**src/rtl/johnson_pkg.sv**
```systemverilog
// Shared definitions for the Johnson decoder/monitor slice.
//   mon_state_t  : monitor FSM states (SEARCH, LOCKED)
//   ERR_CNT_W    : width of the saturating error counter
//   ERR_CNT_MAX  : saturation value of the error counter
package johnson_pkg;

    typedef enum logic [0:0] {
        SEARCH = 1'b0,
        LOCKED = 1'b1
    } mon_state_t;

    localparam int ERR_CNT_W = 8;
    localparam logic [ERR_CNT_W-1:0] ERR_CNT_MAX = {ERR_CNT_W{1'b1}};

endpackage

```
**src/rtl/johnson_decode.sv**
```systemverilog
// Combinational Johnson code decoder.
// Maps a WIDTH-bit Johnson code to its sequence index 0 .. 2*WIDTH-1 and
// flags any code that is not part of the Johnson sequence.
//   code  : in  WIDTH           code to decode
//   legal : out 1               code is one of the 2*WIDTH Johnson codes
//   idx   : out clog2(2*WIDTH)  decoded index (0 when not legal)
module johnson_decode
    import johnson_pkg::*;
#(
    parameter int WIDTH = 4
) (
    input  logic [WIDTH-1:0]               code,
    output logic                           legal,
    output logic [$clog2(2*WIDTH)-1:0]     idx
);

    localparam int NCODES = 2 * WIDTH;
    localparam int IDX_W  = $clog2(2 * WIDTH);
    localparam logic [WIDTH-1:0] ALL_ONES = {WIDTH{1'b1}};

    logic [NCODES-1:0] hit;

    // One comparator per legal code. Index k <= WIDTH is k ones from the MSB
    // down; index WIDTH+j is j zeros from the MSB down followed by ones.
    genvar gi;
    generate
        for (gi = 0; gi < NCODES; gi++) begin : g_code
            localparam logic [WIDTH-1:0] PAT = (gi <= WIDTH) ? ~(ALL_ONES >> gi)
                                                             : (ALL_ONES >> (gi - WIDTH));
            assign hit[gi] = (code == PAT);
        end
    endgenerate

    // Patterns are mutually exclusive, so at most one hit bit is set.
    always_comb begin
        legal = |hit;
        idx   = '0;
        for (int i = 0; i < NCODES; i++) begin
            if (hit[i]) begin
                idx = IDX_W'(i);
            end
        end
    end

endmodule

```
**src/rtl/johnson_decoder_monitor.sv**
```systemverilog
// Johnson counter decoder and sequence monitor.
// Decodes sampled Johnson codes, checks that successive samples step by one
// (mod 2*WIDTH), and locks after LOCK_CNT consecutive good steps.
// Optional feature macro: JOHNSON_ERRCNT_EN enables the saturating error
// counter; without it err_count is tied to zero.
//   clk          : in  1               clock, rising edge
//   clear        : in  1               asynchronous active-high reset
//   code_in      : in  WIDTH           sampled Johnson code
//   code_valid   : in  1               code_in is valid this cycle
//   load_seen    : in  1               counter preset; accept any legal index
//   state_idx    : out clog2(2*WIDTH)  index of last legal sample
//   idx_valid    : out 1               pulse: state_idx updated
//   illegal_code : out 1               pulse: last sample not a Johnson code
//   seq_error    : out 1               pulse: lock lost
//   locked       : out 1               level: monitor is LOCKED
//   err_count    : out 8               saturating count of seq_error pulses
module johnson_decoder_monitor
    import johnson_pkg::*;
#(
    parameter int WIDTH    = 4,
    parameter int LOCK_CNT = 3
) (
    input  logic                           clk,
    input  logic                           clear,
    input  logic [WIDTH-1:0]               code_in,
    input  logic                           code_valid,
    input  logic                           load_seen,
    output logic [$clog2(2*WIDTH)-1:0]     state_idx,
    output logic                           idx_valid,
    output logic                           illegal_code,
    output logic                           seq_error,
    output logic                           locked,
    output logic [ERR_CNT_W-1:0]           err_count
);

    localparam int IDX_W = $clog2(2 * WIDTH);
    localparam int CNT_W = $clog2(LOCK_CNT + 1);
    localparam logic [IDX_W-1:0] IDX_LAST = IDX_W'(2 * WIDTH - 1);
    localparam logic [CNT_W-1:0] CNT_LOCK = CNT_W'(LOCK_CNT);

    logic             dec_legal;
    logic [IDX_W-1:0] dec_idx;

    johnson_decode #(.WIDTH(WIDTH)) u_decode (
        .code  (code_in),
        .legal (dec_legal),
        .idx   (dec_idx)
    );

    mon_state_t       state_reg,     state_next;
    logic [CNT_W-1:0] match_cnt_reg, match_cnt_next;
    logic             ref_valid_reg, ref_valid_next;
    logic [IDX_W-1:0] state_idx_reg, state_idx_next;
    logic             idx_valid_reg, idx_valid_next;
    logic             illegal_reg,   illegal_next;
    logic             seq_error_reg, seq_error_next;
    logic             locked_reg;

    logic [IDX_W-1:0] expect_idx;
    logic             step_good;
    logic             bad_sample;

    // Expected successor of the reference index, wrapping at 2*WIDTH-1.
    assign expect_idx = (state_idx_reg == IDX_LAST) ? '0 : state_idx_reg + IDX_W'(1);
    assign step_good  = load_seen || (dec_idx == expect_idx);

    always_comb begin
        state_next     = state_reg;
        match_cnt_next = match_cnt_reg;
        ref_valid_next = ref_valid_reg;
        state_idx_next = state_idx_reg;
        idx_valid_next = 1'b0;
        illegal_next   = 1'b0;
        seq_error_next = 1'b0;
        bad_sample     = 1'b0;

        if (code_valid) begin
            if (!dec_legal) begin
                // Illegal wins over load_seen; the reference index is kept.
                illegal_next = 1'b1;
                bad_sample   = 1'b1;
            end else begin
                idx_valid_next = 1'b1;
                state_idx_next = dec_idx;
                ref_valid_next = 1'b1;
                // The first legal sample only establishes the reference.
                if (ref_valid_reg) begin
                    if (!step_good) begin
                        bad_sample = 1'b1;
                    end else if (state_reg == SEARCH) begin
                        match_cnt_next = match_cnt_reg + CNT_W'(1);
                        if (match_cnt_reg + CNT_W'(1) >= CNT_LOCK) begin
                            state_next = LOCKED;
                        end
                    end
                end
            end

            if (bad_sample) begin
                match_cnt_next = '0;
                if (state_reg == LOCKED) begin
                    state_next     = SEARCH;
                    seq_error_next = 1'b1;
                end
            end
        end
    end

    always_ff @(posedge clk or posedge clear) begin
        if (clear) begin
            state_reg     <= SEARCH;
            match_cnt_reg <= '0;
            ref_valid_reg <= 1'b0;
            state_idx_reg <= '0;
            idx_valid_reg <= 1'b0;
            illegal_reg   <= 1'b0;
            seq_error_reg <= 1'b0;
            locked_reg    <= 1'b0;
        end else begin
            state_reg     <= state_next;
            match_cnt_reg <= match_cnt_next;
            ref_valid_reg <= ref_valid_next;
            state_idx_reg <= state_idx_next;
            idx_valid_reg <= idx_valid_next;
            illegal_reg   <= illegal_next;
            seq_error_reg <= seq_error_next;
            locked_reg    <= (state_next == LOCKED);
        end
    end

`ifdef JOHNSON_ERRCNT_EN
    logic [ERR_CNT_W-1:0] err_count_reg;

    always_ff @(posedge clk or posedge clear) begin
        if (clear) begin
            err_count_reg <= '0;
        end else if (seq_error_next && (err_count_reg != ERR_CNT_MAX)) begin
            err_count_reg <= err_count_reg + ERR_CNT_W'(1);
        end
    end

    assign err_count = err_count_reg;
`else
    assign err_count = '0;
`endif

    assign state_idx    = state_idx_reg;
    assign idx_valid    = idx_valid_reg;
    assign illegal_code = illegal_reg;
    assign seq_error    = seq_error_reg;
    assign locked       = locked_reg;

endmodule

```
**config.mk**
```make
export PLATFORM = sky130hd
export DESIGN_NAME = johnson_decoder_monitor
export DESIGN_NICKNAME = d
export VERILOG_FILES = /design/src/rtl/johnson_pkg.sv /design/src/rtl/johnson_decode.sv /design/src/rtl/johnson_decoder_monitor.sv
export SDC_FILE = /design/constraint.sdc
export NUM_CORES = 1
export LEC_CHECK = 0
export ABC_AREA = 0
export CORE_MARGIN = 2
export CORE_UTILIZATION = 40
export DETAILED_ROUTE_END_ITERATION = 7
export PLACE_DENSITY = 0.68
export SYNTH_ARGS = -nofsm -noshare
export SYNTH_HDL_FRONTEND = slang
export SYNTH_SLANG_ARGS = --single-unit
export TNS_END_PERCENT = 10
```
**constraint.sdc**
```tcl
create_clock -name clk -period 3.1 [get_ports clk]
set_input_delay 0.775 -clock clk [delete_from_list [all_inputs] [get_ports clk]]
set_output_delay 0.775 -clock clk [all_outputs]
set_load 0.005 [all_outputs]
```
# Word level (Yosys, flattened, before mapping)
# Index checks and enable logic that the tools add are counted.
totals:
  regBits: 10
  latch_bits: 0
  ram_bits: 0
  romBits: 0
  input_bits: 8
  elab_cells: 59
  memories: 0
classes:
  n_addsub: 2
  n_mul: 0
  n_div: 0
  order_cmp: 1
  eq_ne: 10
  shifts: 0
  n_mux: 31
  n_bitwise: 0
  reduce_logical: 8
ops:
  columns: ["operator", "count"]
  rows:
  - ["$mux W1", 19]
  - ["$eq A4 B4 Y1 const B", 4]
  - ["$mux W3", 5]
  - ["$mux W2", 7]
  - ["$reduce_or A8 Y1", 1]
  - ["$reduce_bool A2 Y1", 3]
  - ["$reduce_and A5 Y1", 1]
  - ["$eq A4 B1 Y1 const B", 1]
  - ["$eq A4 B2 Y1 const B", 1]
  - ["$eq A4 B3 Y1 const B", 1]
  - ["$logic_not A4 Y1", 1]
  - ["$add A3 B1 Y3 const B", 1]
  - ["$eq A3 B3 Y1", 1]
  - ["$eq A3 B3 Y1 const B", 1]
  - ["$add A2 B1 Y2 const B", 1]
  - ["$ge A2 B2 Y1 const B", 1]
  - ["$ne A2 B1 Y1 const B", 1]
  - ["$reduce_and A2 Y1", 1]
  - ["$logic_or A1 B1 Y1", 1]

# Depth between registers and ports, before layout
logic_depth:
  word_depth: 16
  ltp_mapped: 8

# By module
# Synthesis repeated with hierarchy kept, for this count alone.
hier_totals:
  hier_cells: 68
  hier_area_um2: 666.9
modules_own_cells:
  columns: ["mod", "instances", "cells_each", "area_per_inst_um2", "seq_area_each_um2"]
  rows:
  - ["johnson_decoder_monitor", 1, 57, 580.6, 250.2]
  - ["johnson_decode", 1, 11, 86.3, 0.0]

# Worst setup path before layout
# No wires, ideal clock.
synth_timing:
  path_type: "register to register"
  start: "reg state_idx_reg[0] (netlist: state_idx[0])"
  end: "reg match_cnt_reg[0]"
  setup_time_ps: 128
  arrival_time_ps: 2220
  t_required_ps: 2972
  setup_slack_ps: 753
  path_stages_with_launch: 9
  n_path_buf: 0
  path_cell_list: "dfrtp_1 -> ha_1 -> ha_1 -> xor2_1 -> o32ai_1 -> o311ai_4 -> a21boi_4 -> a21oi_2 -> mux2_1"
synth_via:
  elab_chain_cells: 10
  word_cells_on_any_way: 15
  classes_between: "1 x add/sub; 3 x eq/ne; 6 x mux; 5 x reduce/logical"
synth_rtl:
  columns: ["element", "line", "rtl"]
  rows:
  - ["start: declaration", "johnson_decoder_monitor.sv:53", "logic [IDX_W-1:0] state_idx_reg, state_idx_next;"]
  - ["start signal: assignment", "johnson_decoder_monitor.sv:123", "state_idx_reg <= state_idx_next;"]
  - ["$add A3 B1 Y3 or $eq A3 B3 Y1 (tied branches)", "johnson_decoder_monitor.sv:64", "assign expect_idx = (state_idx_reg == IDX_LAST) ? '0 : state_idx_reg + IDX_W'(1);"]
  - ["$mux W3 (*)", "johnson_decoder_monitor.sv:64", null]
  - ["$eq A3 B3 Y1 (*)", "johnson_decoder_monitor.sv:65", "assign step_good = load_seen || (dec_idx == expect_idx);"]
  - ["$logic_or A1 B1 Y1 (*)", "johnson_decoder_monitor.sv:65", null]
  - ["$mux W1", "johnson_decoder_monitor.sv:88", "if (!step_good) begin"]
  - ["$mux W1", "johnson_decoder_monitor.sv:87", "if (ref_valid_reg) begin"]
  - ["$mux W1", "johnson_decoder_monitor.sv:78", "if (!dec_legal) begin"]
  - ["$mux W1", "johnson_decoder_monitor.sv:77", "if (code_valid) begin"]
  - ["$ne A2 B1 Y1 (no source line) or $reduce_bool A2 Y1 (tied branches)", null, null]
  - ["$reduce_and A5 Y1 (no source line)", null, null]
  - ["end signal: assignment", "johnson_decoder_monitor.sv:121", "match_cnt_reg <= match_cnt_next;"]
  - ["end: declaration", "johnson_decoder_monitor.sv:51", "logic [CNT_W-1:0] match_cnt_reg, match_cnt_next;"]
# Every way passes the cells marked *; elsewhere a longest branch is shown, timed or not. The select of a mux whose other input is x is not followed.
# A chain may end at the register's enable or synchronous reset.

# Final worst setup path
layout_timing:
  start: "in code_in[2]"
  end: "reg match_cnt_reg[0]"
layout_via:
  elab_chain_cells: 16
  word_cells_on_any_way: 28
  classes_between: "9 x eq/ne; 12 x mux; 7 x reduce/logical"
layout_rtl:
  columns: ["element", "line", "rtl"]
  rows:
  - ["start: declaration", "johnson_decoder_monitor.sv:25", "input logic [WIDTH-1:0] code_in,"]
  - ["$eq A4 B4 Y1", "johnson_decode.sv:30", "assign hit[gi] = (code == PAT);"]
  - ["$mux W1", "johnson_decode.sv:39", "if (hit[i]) begin"]
  - ["$mux W2 (2 in series)", "johnson_decode.sv:39", null]
  - ["$mux W3 (4 in series)", "johnson_decode.sv:39", null]
  - ["$eq A3 B3 Y1", "johnson_decoder_monitor.sv:65", null]
  - ["$logic_or A1 B1 Y1", "johnson_decoder_monitor.sv:65", null]
  - ["$mux W1", "johnson_decoder_monitor.sv:88", null]
  - ["$mux W1", "johnson_decoder_monitor.sv:87", null]
  - ["$mux W1", "johnson_decoder_monitor.sv:78", null]
  - ["$mux W1", "johnson_decoder_monitor.sv:77", null]
  - ["$ne A2 B1 Y1 (no source line) or $reduce_bool A2 Y1 (tied branches)", null, null]
  - ["$reduce_and A5 Y1 (no source line)", null, null]
# Several ways; a longest one is shown, not always the timed one. The select of a mux whose other input is x is not followed.

==> run summary <==
RSZ-0062 raised after global routing: no
row count: 15
max-slew violations: 0
Final WS setup: 440 ps
Setup WS pre-CTS: 153 ps
dpl hpwl: 1.02 mm
EDFF count, synth: 0
Yosys reg bits: 10
first-pass GRT wire length: 2.07 mm
period utilisation layout: 0.858
HP Class: reg -> reg
clk buf depth: 2
final wirelength: 1.30 mm
Iteration-0 DRC Markers: 11
Critical Path AT: 2810 ps
total global routing overflow: 0
VDD IR max: 350 µV
largest net degree at the start of global routing: 11
Core Box Area: 1760 µm²
clock group share of total power: 0.275
max cap viols: 0
Vias: 570
Crit Path Class: in -> reg
initial antenna violation count: 0
Pleak: 0.420 nW
Hold Violations, Final: 0
Pint: 0.293 mW
reg2reg path depth: 8
metal3 WL: 89 µm
post-CTS setup buffer count: 0
dominant cell type by area after synthesis: dfrtp_1
pwr dens: 463 nW/µm²
Area growth syn-to-layout: 19.1%
crit start category: input port
CTS buffer count: 3
hold buffer count at CTS: 0
antenna violation net count after detailed routing: 0
max reg flops: 3
critical path data required time: 3250 ps
fmax: 0.376 GHz
layout cells sized above 1: 0.137
Resized cells post-CTS: 0
status: finished, final reports clean
Psw: 0.129 mW
Synth Flop Type: dfrtp_1
Final Critical Period: 2660 ps
# setup viols final: 0
Clock Latency Late Sink: 260 ps
post-synth top area share: 0.327
combinational share of power: 0.351
Die Width: 47.8 µm
Yosys Warn Count: 0
H-tree depth: 1
largest cells by area after synthesis: dfrtp_1 33%, buf_4 8.8%, ha_1 4.9%, mux2_1 4.4%, nand2_1 3.9%
Num Clock Sinks: 10
DRC violations left: 0
I/O pin total: 23
Layout Skew: 1.14 ps
metal2 WL: 657 µm
number of diodes: 0
Mapped Area: 766 µm²
Initial Util: 0.434
Mapped Cells: 81
Yosys cell types: 31
switching portion of total power: 0.305
syn avg cell area: 9.45 µm²
hold depth: 1
M1 WL: 548 µm
Sequential Power Share: 0.374
wire per inst: 10.8 µm
post-route insts no fill: 120
DRT Pass-1 Iters: 4
Post-synth ARST share: 1.00
die area: 2280 µm²
setup TNS: 0 ps
vias in the first global route: 520
Buffers on Ports: 14
most common cell after layout, fill and taps aside: clkdlybuf4s50_1
Core Util, Final: 0.517
CTS tree: built
most frequent cells in the layout: 14 x clkdlybuf4s50_1, 10 x dfrtp_1, 8 x nand2_1, 8 x conb_1, 7 x nor2_1
Worst-path clk slew: 60 ps
Layout fillers: 184
die height: 47.8 µm
Clock Tree Root: clkbuf_4
register area share after synthesis: 0.327
CP endpoint kind: flip-flop
DR vias/cell: 4.75
max layer used: met3
placed cell count: 116
worst-path maximum fanout: 10
# nets final: 107
Power Total: 0.422 mW
GR Util All Layers: 0.130
global placer's final weighted congestion: 0.753
-- critical path, stage by stage --
cell and delay (ps):
clkdlybuf4s50_1 580, or4b_4 600, o41ai_2 80, o311ai_4 140
a21boi_4 220, a21oi_2 90, mux2_1 310
-- worst paths after layout --
check	startpoint	to	slack, ps
setup / recovery	code_in[2]	match_cnt_reg[0]$_DFFE_PP0P_	440
hold / removal	match_cnt_reg[1]$_DFFE_PP0P_	match_cnt_reg[1]$_DFFE_PP0P_	500
setup reg to reg	state_idx[0]$_DFFE_PP0P_	match_cnt_reg[0]$_DFFE_PP0P_	610
hold reg to reg	match_cnt_reg[1]$_DFFE_PP0P_	match_cnt_reg[1]$_DFFE_PP0P_	500
max in group asynchronous	clear	state_idx[2]$_DFFE_PP0P_	2050
min in group asynchronous	clear	ref_valid_reg$_DFFE_PP0P_	780
-- power groups by stage --
| stage | sequential [mW] | clock [mW] | combinational, mW |
|---|---|---|---|
| final | 0.158 | 0.116 | 0.148 |
| after global routing | 0.161 | 0.126 | 0.164 |
| after CTS | 0.159 | 0.122 | 0.150 |
| after detailed placement | 0.161 | 0 | 0.149 |
| after global placement | 0.160 | 0 | 0.145 |
| after floorplan | 0.159 | 0 | 0.112 |
-- Yosys cell counts (2+ instances only) --
library cell / n
a21oi_1: 3
inv_1: 5
nor3_1: 2
a31oi_1: 2
xnor2_1: 3
xor2_1: 2
ha_1: 3
dfrtp_1: 10
a21bo_2: 2
buf_6: 2
o21ai_0: 2
mux2_1: 3
o21ai_1: 2
nor2_1: 7
nor2b_1: 2
nand2_1: 8
buf_4: 9
-- through the flow --
step	instance area, µm²	hold WS, ps
floorplan	792	453
global placement	876	472
detailed placement	876	486
CTS	912	515
global route	912	544
finish	912	503
-- area by class of cell --
type / instances / area, µm² / area share
Clock buffer: 4 / 36.3 / 0.0398
Inverter: 5 / 18.8 / 0.0206
Multi-Input combinational cell: 61 / 428 / 0.469
Sequential cell: 10 / 250 / 0.274
Tap cell: 25 / 31.3 / 0.0343
Timing Repair Buffer: 15 / 148 / 0.162
-- kinds of logic after synthesis --
family | Yosys count | share of synthesized area
AO/OA/AOI/OAI | 17 | 0.203
multiplexers | 3 | 0.0441
XOR/XNOR | 5 | 0.0572
buffers and inverters | 17 | 0.149
adder cells (fa/ha/maj) | 3 | 0.0490
other | 1 | 0.00490
flip-flops | 10 | 0.327
AND/OR/NAND/NOR | 25 | 0.167
-- routing by layer --
layer | track usage | up-vias
met3 | 0.0642 | 0
li1 | - | 292
met1 | 0.150 | 263
met4 | 0.0216 | 0
met5 | 0 | -
met2 | 0.221 | 15
(Power assumes the default switching activity.)
==> variant (same settings) <==
`WIDTH` is set to 4 in 2 places; all go to 2.
--- a/src/rtl/johnson_decode.sv
+++ b/src/rtl/johnson_decode.sv
@@ -7,7 +7,7 @@
 module johnson_decode
     import johnson_pkg::*;
 #(
-    parameter int WIDTH = 4
+    parameter int WIDTH = 2
 ) (
     input  logic [WIDTH-1:0]               code,
     output logic                           legal,
--- a/src/rtl/johnson_decoder_monitor.sv
+++ b/src/rtl/johnson_decoder_monitor.sv
@@ -17,7 +17,7 @@
 module johnson_decoder_monitor
     import johnson_pkg::*;
 #(
-    parameter int WIDTH    = 4,
+    parameter int WIDTH    = 2,
     parameter int LOCK_CNT = 3
 ) (
     input  logic                           clk,
Ports: changed (resized code_in and state_idx); port bits go from 23 to 20. The function was not compared with the original's and may differ.
==> variant against the original RTL <==
- area after synthesis down 20%
- final cell count down 23%
- setup slack better by 0.25 ns
- cell area down 19%
- sequential cell count down 1
- power down 9.6%
- routed wire length down 19%
- critical path type unchanged
- critical endpoint is now state_idx[0]
==> variant: results (changes against the original RTL) <==
* DRT iter0 DRCs at 4 (-7)
* VDD IR max at 153 µV (-56%)
* Leakage at 0.346 nW (-18%)
* Max Root-Sink Buffers at 2 (unchanged)
* Pin count of the biggest net entering global routing at 12 (+1)
* Crit Path Max Fanout at 4 (-6)
* Initial antenna violation count at 0 (unchanged)
* Register area share after synthesis at 36.8% (+4.1 points)
* Global Route met3 Usage at 1.28% (-5.1 points)
* Met2 usage at 18.8% (-3.3 points)
* Global-route met1 utilization at 16.3% (+1.3 points)
* Wire length of the first global-routing pass at 1710 µm (-17%)
* I/O Buffers at 11 (-3)
* Status: finished, final reports clean
* Synth top area cells: dfrtp_1 (37%), ha_1 (12%), buf_4 (9.8%), inv_1 (3.7%), nor4bb_1 (3.3%)
* Layout Nets at 89 (-17%)
* Worst Path Arrival at 2.55 ns (-0.26 ns)
* CP peak stage delay at 0.54 ns (-0.06 ns)
* Synth Warn # at 0 (unchanged)
* Via density at 5.18 (+9.2%)
* Post-synth cell types at 28 (-9.7%)
* Worst Setup Slack, final at 0.686 ns (+0.246 ns)
* Clock skew at 0.00215 ns (+0.00102 ns)
* Final Wtd Congestion at 0.785 (+4.2%)
* Router iterations before antenna repair at 2 (-2)
* Number of global-route vias before repair at 409 (-21%)
* Share of layout cells above drive strength 1 at 11.8% (-1.8 points)
* DPL Wire Length at 823 µm (-19%)
* Commonest cells post-synth: dfrtp_1 (9), buf_4 (8), ha_1 (6), inv_1 (6), o21ai_0 (4)
* Reg2Reg Setup Slack at 1.45 ns (+0.84 ns)
* Pre-CTS setup slack at 0.412 ns (+0.259 ns)
* Slowest CP cell: or4_4
* Wire per inst at 11.4 µm (+5.8%)
* All-layer global routing usage at 12.2% (-0.78 points)
* Max H-tree Level at 1 (unchanged)
* Hold/Removal Path Class: reg2reg
variant: changes by cell type after synthesis, moves of 3 or more:
cell	before	now
and2_1	0	3
ha_1	3	6
mux2_1	3	0
nand2_1	8	1
nor2_1	7	0
xnor2_1	3	0
variant: metrics by stage:
| stage | hold WS (ns) | total power, W | cell area [µm²] | std cells |
|---|---|---|---|---|
| 3_3_place_gp | 0.525 | 0.000293 | 712 | 88 |
| 4_1_cts | 0.547 | 0.000385 | 738 | 92 |
| 5_1_grt | 0.560 | 0.000412 | 738 | 92 |
| 6_report | 0.537 | 0.000382 | 738 | 92 |
| 2_1_floorplan | 0.502 | 0.000249 | 638 | 69 |
| 3_5_place_dp | 0.533 | 0.000296 | 712 | 88 |
variant: layout make-up:
cell class / instances / area, µm²
inverter: 6 / 22.5
tap: 16 / 20.0
sequential: 9 / 225
fill: 143 / 733
timing repair buffer: 12 / 118
clock buffer: 4 / 26.3
multi-input combinational: 45 / 327
variant: layer usage:
metal / vias up / routed length (µm)
met2: 15 / 493
li1: 231 / -
met5: - / 0
met1: 229 / 495
met4: 0 / 8
met3: 2 / 53
variant: worst paths after layout:
kind | startpoint | end | depth (start not counted)
max | code_in[0] | state_idx[0] | 6
min | state_idx[1] | state_idx[1] | 1
max reg2reg | state_idx[0] | match_cnt_reg[0] | 4
min reg2reg | state_idx[1] | state_idx[1] | 1
max in group asynchronous | clear | illegal_code | 2
min in group asynchronous | clear | seq_error | 2
variant: worst reg2reg max path: stages, from the launching register on:
cell	delay [ns]
dfrtp_1	0.42
ha_1	0.31
or3_1	0.33
and3b_1	0.21
o32ai_1	0.28
variant: cell families (layout without fill, tap and decap cells):
| logic type | count (synthesis) | after routing | share of synthesized area [%] |
|---|---|---|---|
| compound gates | 15 | 15 | 17.6 |
| fa+ha+maj | 6 | 6 | 12.3 |
| buf+inv | 15 | 22 | 14.1 |
| flops | 9 | 9 | 36.8 |
| mux | 1 | 1 | 1.84 |
| other cells | 1 | 8 | 0.613 |
| simple gates | 15 | 15 | 16.8 |
variant: power by group:
group          internal, W   total, W  switching (W)  leakage, nW
sequential        0.000140   0.000165      0.0000254        0.112
combinational    0.0000736   0.000130      0.0000561        0.219
clock            0.0000494  0.0000867      0.0000373       0.0150
total             0.000263   0.000382       0.000119        0.346
